File: src/rtl/uart_resp_pkg.sv
// Shared definitions for the UART register responder.
//   state_e        : responder FSM states
//   ACK / NAK      : response bytes returned to the host
//   CMD_*_DFLT     : default write/read command bytes
package uart_resp_pkg;

  localparam int unsigned BYTE_W = 8;

  localparam logic [BYTE_W-1:0] ACK         = 8'h06;
  localparam logic [BYTE_W-1:0] NAK         = 8'h15;
  localparam logic [BYTE_W-1:0] CMD_WR_DFLT = 8'h57;  // 'W'
  localparam logic [BYTE_W-1:0] CMD_RD_DFLT = 8'h52;  // 'R'

  typedef enum logic [2:0] {
    ST_IDLE     = 3'd0,
    ST_ADDR     = 3'd1,
    ST_DATA     = 3'd2,
    ST_ACCESS   = 3'd3,
    ST_RD_CAP   = 3'd4,
    ST_TX_START = 3'd5,
    ST_TX_WAIT  = 3'd6
  } state_e;

  // True when a first byte opens a recognised command.
  function automatic logic is_cmd(input logic [BYTE_W-1:0] b,
                                  input logic [BYTE_W-1:0] wr,
                                  input logic [BYTE_W-1:0] rd);
    return (b == wr) || (b == rd);
  endfunction

endpackage

File: src/rtl/uart_timeout_ctr.sv
// Inter-byte timeout counter.
//   clk, rst_n : clock, asynchronous active-low reset
//   clr_i      : force the count back to zero (has priority over en_i)
//   en_i       : advance the count by one per cycle
//   expire_o   : high while the count sits at TIMEOUT_CYCLES-1
module uart_timeout_ctr #(
  parameter int unsigned TIMEOUT_CYCLES = 4167
) (
  input  logic clk,
  input  logic rst_n,
  input  logic clr_i,
  input  logic en_i,
  output logic expire_o
);

  localparam int unsigned CW = (TIMEOUT_CYCLES > 1) ? $clog2(TIMEOUT_CYCLES) : 1;
  localparam logic [CW-1:0] LAST = CW'(TIMEOUT_CYCLES - 1);

  logic [CW-1:0] cnt_q, cnt_d;
  logic          expire_q;

  // Next count: saturates at LAST so a stalled consumer never wraps.
  always_comb begin
    cnt_d = cnt_q;
    if (clr_i) begin
      cnt_d = '0;
    end else if (en_i && (cnt_q != LAST)) begin
      cnt_d = cnt_q + CW'(1);
    end
  end

  // expire_q tracks cnt_q == LAST, registered together with the count.
  always_ff @(posedge clk or negedge rst_n) begin
    if (!rst_n) begin
      cnt_q    <= '0;
      expire_q <= 1'b0;
    end else begin
      cnt_q    <= cnt_d;
      expire_q <= en_i && !clr_i && (cnt_d == LAST);
    end
  end

  assign expire_o = expire_q;

endmodule

File: src/rtl/uart_reg_responder.sv
// Byte-level command responder behind a UART receiver/transmitter pair.
// Decodes W,addr,data (write) and R,addr (read) commands, performs a single
// register access and answers ACK, ACK+data, or NAK for unknown commands.
//   clk, rst_n          : clock, asynchronous active-low reset
//   rx_data, rx_valid   : received byte and its one-cycle strobe
//   tx_data, tx_start   : byte to send and its one-cycle start pulse
//   tx_done             : transmitter finished the current byte
//   reg_addr, reg_wdata : register bus address / write data
//   reg_we, reg_re      : one-cycle write / read strobes
//   reg_rdata           : read data, valid the cycle after reg_re
//   busy                : FSM not idle
//   timeout             : pulse when a partial command is abandoned
//   rx_drop             : pulse when a byte arrives while responding
module uart_reg_responder
  import uart_resp_pkg::*;
#(
  parameter int unsigned TIMEOUT_CYCLES = 4167,
  parameter logic [7:0]  CMD_WR         = CMD_WR_DFLT,
  parameter logic [7:0]  CMD_RD         = CMD_RD_DFLT
) (
  input  logic       clk,
  input  logic       rst_n,
  input  logic [7:0] rx_data,
  input  logic       rx_valid,
  output logic [7:0] tx_data,
  output logic       tx_start,
  input  logic       tx_done,
  output logic [7:0] reg_addr,
  output logic [7:0] reg_wdata,
  output logic       reg_we,
  output logic       reg_re,
  input  logic [7:0] reg_rdata,
  output logic       busy,
  output logic       timeout,
  output logic       rx_drop
);

  state_e     state_q;
  logic [7:0] cmd_q;
  logic [7:0] hold_q;     // read data waiting to go out as the second byte
  logic       pend_q;     // second response byte still owed
  logic       rd_cap_q;   // reg_rdata is valid this cycle

  logic tmr_en_c;
  logic tmr_clr_c;
  logic tmr_expire;

  // Timer only runs while a command is partially received.
  always_comb begin
    tmr_en_c  = (state_q == ST_ADDR) || (state_q == ST_DATA);
    tmr_clr_c = rx_valid || !tmr_en_c;
  end

  uart_timeout_ctr #(
    .TIMEOUT_CYCLES (TIMEOUT_CYCLES)
  ) u_timeout_ctr (
    .clk      (clk),
    .rst_n    (rst_n),
    .clr_i    (tmr_clr_c),
    .en_i     (tmr_en_c),
    .expire_o (tmr_expire)
  );

  // Responder FSM and datapath; every output is a register.
  always_ff @(posedge clk or negedge rst_n) begin
    if (!rst_n) begin
      state_q   <= ST_IDLE;
      cmd_q     <= '0;
      hold_q    <= '0;
      pend_q    <= 1'b0;
      rd_cap_q  <= 1'b0;
      tx_data   <= '0;
      tx_start  <= 1'b0;
      reg_addr  <= '0;
      reg_wdata <= '0;
      reg_we    <= 1'b0;
      reg_re    <= 1'b0;
      busy      <= 1'b0;
      timeout   <= 1'b0;
      rx_drop   <= 1'b0;
    end else begin
      tx_start <= 1'b0;
      reg_we   <= 1'b0;
      reg_re   <= 1'b0;
      timeout  <= 1'b0;
      rx_drop  <= 1'b0;

      // Read data arrives one cycle after the visible reg_re strobe.
      rd_cap_q <= reg_re;
      if (rd_cap_q) begin
        hold_q <= reg_rdata;
      end

      case (state_q)
        ST_IDLE: begin
          if (rx_valid) begin
            busy <= 1'b1;
            if (is_cmd(rx_data, CMD_WR, CMD_RD)) begin
              cmd_q   <= rx_data;
              state_q <= ST_ADDR;
            end else begin
              tx_data <= NAK;
              state_q <= ST_TX_START;
            end
          end
        end

        ST_ADDR: begin
          // A byte in the expiry cycle wins over the timeout.
          if (rx_valid) begin
            reg_addr <= rx_data;
            state_q  <= (cmd_q == CMD_WR) ? ST_DATA : ST_ACCESS;
          end else if (tmr_expire) begin
            timeout <= 1'b1;
            busy    <= 1'b0;
            state_q <= ST_IDLE;
          end
        end

        ST_DATA: begin
          if (rx_valid) begin
            reg_wdata <= rx_data;
            state_q   <= ST_ACCESS;
          end else if (tmr_expire) begin
            timeout <= 1'b1;
            busy    <= 1'b0;
            state_q <= ST_IDLE;
          end
        end

        ST_ACCESS: begin
          rx_drop <= rx_valid;
          if (cmd_q == CMD_WR) begin
            reg_we  <= 1'b1;
            tx_data <= ACK;
            state_q <= ST_TX_START;
          end else begin
            reg_re  <= 1'b1;
            state_q <= ST_RD_CAP;
          end
        end

        ST_RD_CAP: begin
          rx_drop <= rx_valid;
          pend_q  <= 1'b1;
          tx_data <= ACK;
          state_q <= ST_TX_START;
        end

        ST_TX_START: begin
          rx_drop  <= rx_valid;
          tx_start <= 1'b1;
          state_q  <= ST_TX_WAIT;
        end

        ST_TX_WAIT: begin
          rx_drop <= rx_valid;
          if (tx_done) begin
            if (pend_q) begin
              pend_q  <= 1'b0;
              tx_data <= hold_q;
              state_q <= ST_TX_START;
            end else begin
              busy    <= 1'b0;
              state_q <= ST_IDLE;
            end
          end
        end

        default: begin
          busy    <= 1'b0;
          state_q <= ST_IDLE;
        end
      endcase
    end
  end

endmodule

File: config.mk
export PLATFORM = sky130hd
export DESIGN_NAME = uart_reg_responder
export DESIGN_NICKNAME = d
export VERILOG_FILES = /design/src/rtl/uart_resp_pkg.sv /design/src/rtl/uart_timeout_ctr.sv /design/src/rtl/uart_reg_responder.sv
export SDC_FILE = /design/constraint.sdc
export NUM_CORES = 1
export LEC_CHECK = 0
export BUFFER_PORTS_ARGS = -buffer_cell sky130_fd_sc_hd__buf_2
export CORE_MARGIN = 8
export CORE_UTILIZATION = 32
export DETAILED_ROUTE_END_ITERATION = 6
export SLEW_MARGIN = 10
export SYNTH_ARGS = -nofsm -noshare
export SYNTH_HDL_FRONTEND = slang
export SYNTH_SLANG_ARGS = --single-unit
File: constraint.sdc
create_clock -name clk -period 2.5 [get_ports clk]
set_input_delay 0.25 -clock clk [delete_from_list [all_inputs] [get_ports clk]]
set_output_delay 0.25 -clock clk [all_outputs]
set_load 0.02 [all_outputs]
==> out/summary.log <==
INFO  clock_network  worst_skew_pair.late_latency=0.33ns
INFO  critical_path  critical_path_depth=4
INFO  power_and_ir_drop power_switching_share=38.4%
INFO  timing         timing.setup.tns=0ns
INFO  timing         fin_ws=0.379ns
INFO  status         outcome=complete, no violations
INFO  detailed_routing routed_via_density=4.86
INFO  clock_network  tritoncts.num_buffers=9
INFO  global_routing globalRouteOverflowTotal=0
INFO  synth          synth.net_count=281
INFO  clock_network  cts_tree=done
INFO  placement      gp_congestion=0.855
INFO  detailed_routing wirelength=6.64mm
INFO  clock_network  htree_levels=3
INFO  synth          synth.top_cells.by_area=dfrtp_1 53%, mux2_2 12%, nor2_1 2.4%
INFO  clock_network  cts_root_buffer=clkbuf_8
INFO  power_and_ir_drop cellPowerDensity=1100mW/mm^2
INFO  global_routing wire_length_of_the_first_global_routing_pass=11.6mm
INFO  timing         worst_slew_pin_slew=0.699ns
INFO  power_and_ir_drop pwr-share-seq=41.0%
INFO  synth          avgSynthCellArea=11.8squm
INFO  finish         mostFrequentLayoutCell=dfrtp_1
INFO  critical_path  worst_r2r_path_depth=4
INFO  global_routing grt.total_usage=11.0%
INFO  finish         area_of_the_multi_input_gates=0.00134sqmm
INFO  clock_network  max_root_sink_buffers=2
INFO  floorplanning  boundaryPins=50
INFO  floorplanning  starting_density_of_the_core=33.0%
INFO  detailed_routing drt-pass1-iter-count=4
INFO  critical_path  critical_path.startpoint_type=register
INFO  global_routing grt_max_degree=47
INFO  power_and_ir_drop worst_ir_drop_vdd=0.446mV
INFO  critical_path  critical_path.max_stage_delay=0.62ns
INFO  finish         finish.utilization=39.4%
INFO  synth          yosys.area.top_type=dfrtp_1
INFO  finish         fin_nets=336
INFO  synth          syn-instance-count=259
INFO  hold_path      class_of_the_most_critical_hold_timing_path=input pin to register
INFO  detailed_routing detail_route.drc_violations=0
INFO  power_and_ir_drop p_switching=1.55mW
INFO  synth          synth-edff-count=0
INFO  synth          synth_flop_cell=dfrtp_1
INFO  clock_network  clock-sinks=65
INFO  floorplanning  chip_height=114um
INFO  critical_path  worstPathMaxFanout=16
INFO  timing         final-setup-viol-count=0
INFO  power_and_ir_drop leakage=1.68nW
INFO  finish         syn_to_final_growth=19.5%
INFO  global_routing antenna_found_initial=0
INFO  timing         timing.max_slew.rel_slack=53.0%
INFO  synth          yosysUniqueCellTypes=53
INFO  detailed_routing antenna_violating_nets_post_route=0
INFO  clock_network  clkSlewWorstSetupHoldPaths=0.08ns
INFO  timing         fin_worst_skew=0.00910ns
INFO  power_and_ir_drop clkPwrFrac=22.7%
INFO  timing         timing_max_transition_violations_final=0
INFO  critical_path  path_class=register to register
INFO  clock_network  postCtsSetupRepairBufs=0
INFO  hold_path      holdPathStages=2
INFO  power_and_ir_drop comb_power_share=36.3%
INFO  timing         grt_setup_unrepaired=no
INFO  critical_path  endpoint_kind=register
INFO  floorplanning  std_cell_rows=35
INFO  detailed_routing detail_route.iter0.violations=78
INFO  critical_path  cp_top_family=simple AND/OR/NAND/NOR gates
INFO  critical_path  critical_path.n_buffers_inverters=0
INFO  timing         timing.final.crit_share=84.8%
INFO  placement      dp_worst_setup_slack=0.373ns
INFO  critical_path  cp.required=2.72ns
INFO  synth          synth-seq-area-share=53.1%
INFO  synth          synth-seq-cells=65
INFO  floorplanning  die_w=114um
INFO  synth          synth_async_sr_flop_share=100%
INFO  finish         seqCellArea=0.00163sqmm
INFO  global_routing grt_pass1_vias=2281
INFO  placement      numPortBuffers=49
INFO  synth          share_of_the_synthesized_area_in_the_top_cell_type=53.1%
INFO  finish         final.fill_count=933
INFO  timing         layout_min_cycle_time=2.12ns
INFO  timing         fmax=0.471GHz
INFO  floorplanning  core_area=0.00928sqmm
INFO  timing         report.final.hold_viol_count=0
INFO  power_and_ir_drop internal_power=2.48mW
INFO  synth          ys_warn_count=0
INFO  finish         layout_common_cells=65 x dfrtp_1, 49 x buf_2, 33 x mux2_2
INFO  finish         diodes=0
INFO  run            cap_violations=0
INFO  floorplanning  floorplan.die_area=0.0130sqmm
INFO  finish         final_layout_size_suffix_gt1_share=37.3%
INFO  critical_path  cell_by_cell_listing_of_the_critical_path=or3_1 -> a21oi_1 -> nand3b_2 -> mux2_2
INFO  critical_path  library_cell_contributing_the_largest_single_delay_on_the_critical_path=dfrtp_1
INFO  detailed_routing route.vias.total=2177
INFO  critical_path  timing.critical_path.arrival=2.34ns
INFO  detailed_routing detail_route.wl_per_cell=14.8um
INFO  synth          netlist_area=0.00307sqmm
INFO  placement      dp_hpwl=4.94mm
-- power by group through the flow --
| stage | logic [mW] | registers, mW | clock network, mW |
|---|---|---|---|
| floorplan | 0.874 | 1.81 | 0 |
| global placement | 1.47 | 1.66 | 0 |
| detailed placement | 1.49 | 1.67 | 0 |
| CTS | 1.49 | 1.65 | 0.934 |
| global route | 1.61 | 1.71 | 0.983 |
| finish | 1.46 | 1.65 | 0.914 |
-- metrics by stage --
stage | cell area [sq um] | hold slack, ns | power, mW | cells
after floorplan | 3070 | -0.0456 | 2.69 | 259
after global placement | 3450 | 0.260 | 3.13 | 431
after detailed placement | 3450 | 0.260 | 3.16 | 431
after CTS | 3660 | 0.133 | 4.08 | 448
after global routing | 3660 | 0.141 | 4.30 | 448
final | 3660 | 0.139 | 4.03 | 448
-- synthesized netlist by cell type, types with 2 or more instances --
library cell	number
dfrtp_1	65
and3_1	5
buf_6	2
nand4_2	2
nand2_1	17
buf_4	4
xor2_1	5
nor4_1	5
or2b_1	3
o22ai_1	2
mux2i_1	4
nor3_1	2
o2bb2ai_1	2
mux2_2	33
xnor2_1	6
nor4_4	2
or3_1	2
nor4b_2	2
nand3_1	10
ha_1	2
inv_1	8
nand4_1	4
and2_2	3
and4bb_2	2
o21ai_0	2
o2111ai_1	2
clkbuf_1	4
a21oi_1	14
nand3b_1	2
nor2_1	20
-- worst paths after layout --
| path | startpoint | slack [ns] | end |
|---|---|---|---|
| max | state_q[2] | 0.38 | tx_data[0] |
| max reg2reg | state_q[2] | 0.38 | tx_data[0] |
| min reg2reg | reg_re | 0.40 | rd_cap_q |
| min | reg_rdata[6] | 0.14 | hold_q[6] |
| min in group asynchronous | rst_n | 0.41 | u_timeout_ctr.cnt_q[3] |
| max in group asynchronous | rst_n | 1.48 | state_q[0] |
-- sequential cells by signal (all words and copies together), names as in the netlist --
| register | cells |
|---|---|
| reg_we | 1 |
| state_q | 3 |
| timeout | 1 |
| reg_wdata | 8 |
| u_timeout_ctr.expire_o | 1 |
| hold_q | 8 |
| rd_cap_q | 1 |
| busy | 1 |
| reg_re | 1 |
| cmd_q | 8 |
| tx_data | 8 |
| reg_addr | 8 |
| pend_q | 1 |
| rx_drop | 1 |
| u_timeout_ctr.cnt_q | 13 |
| tx_start | 1 |
-- cell type report --
type	instances	share of cell area, %
clock buffers	9	3.38
clock inverters	7	2.15
inverters	8	0.820
multi-input cells	175	36.5
flip-flops and latches	65	44.4
well taps	129	4.41
repair buffers	55	8.34
-- timing repair --
item                                   in CTS  in global routing
setup endpoints to repair                   0                  0
hold buffers                                1                  0
gates resized for setup                     0                  0
endpoints found under the hold margin      19                  0
-- routing by layer --
metal	part of all wire (%)	global-route usage (%)	wire (um)
met1	48	14.8	3190
met2	46	16.4	3040
met3	5.0	2.64	329
met4	1.3	4.70	89
met5	0	0	0
-- cells by family after synthesis --
family / after synthesis / share of synthesized area (%)
simple gates: 94 / 19.3
buf+inv: 19 / 3.35
flops: 65 / 53.1
compound gates: 30 / 6.33
mux: 37 / 13.4
xor+xnor: 12 / 3.67
fa+ha+maj: 2 / 0.816
No activity file was read; power rests on OpenSTA's default activity.
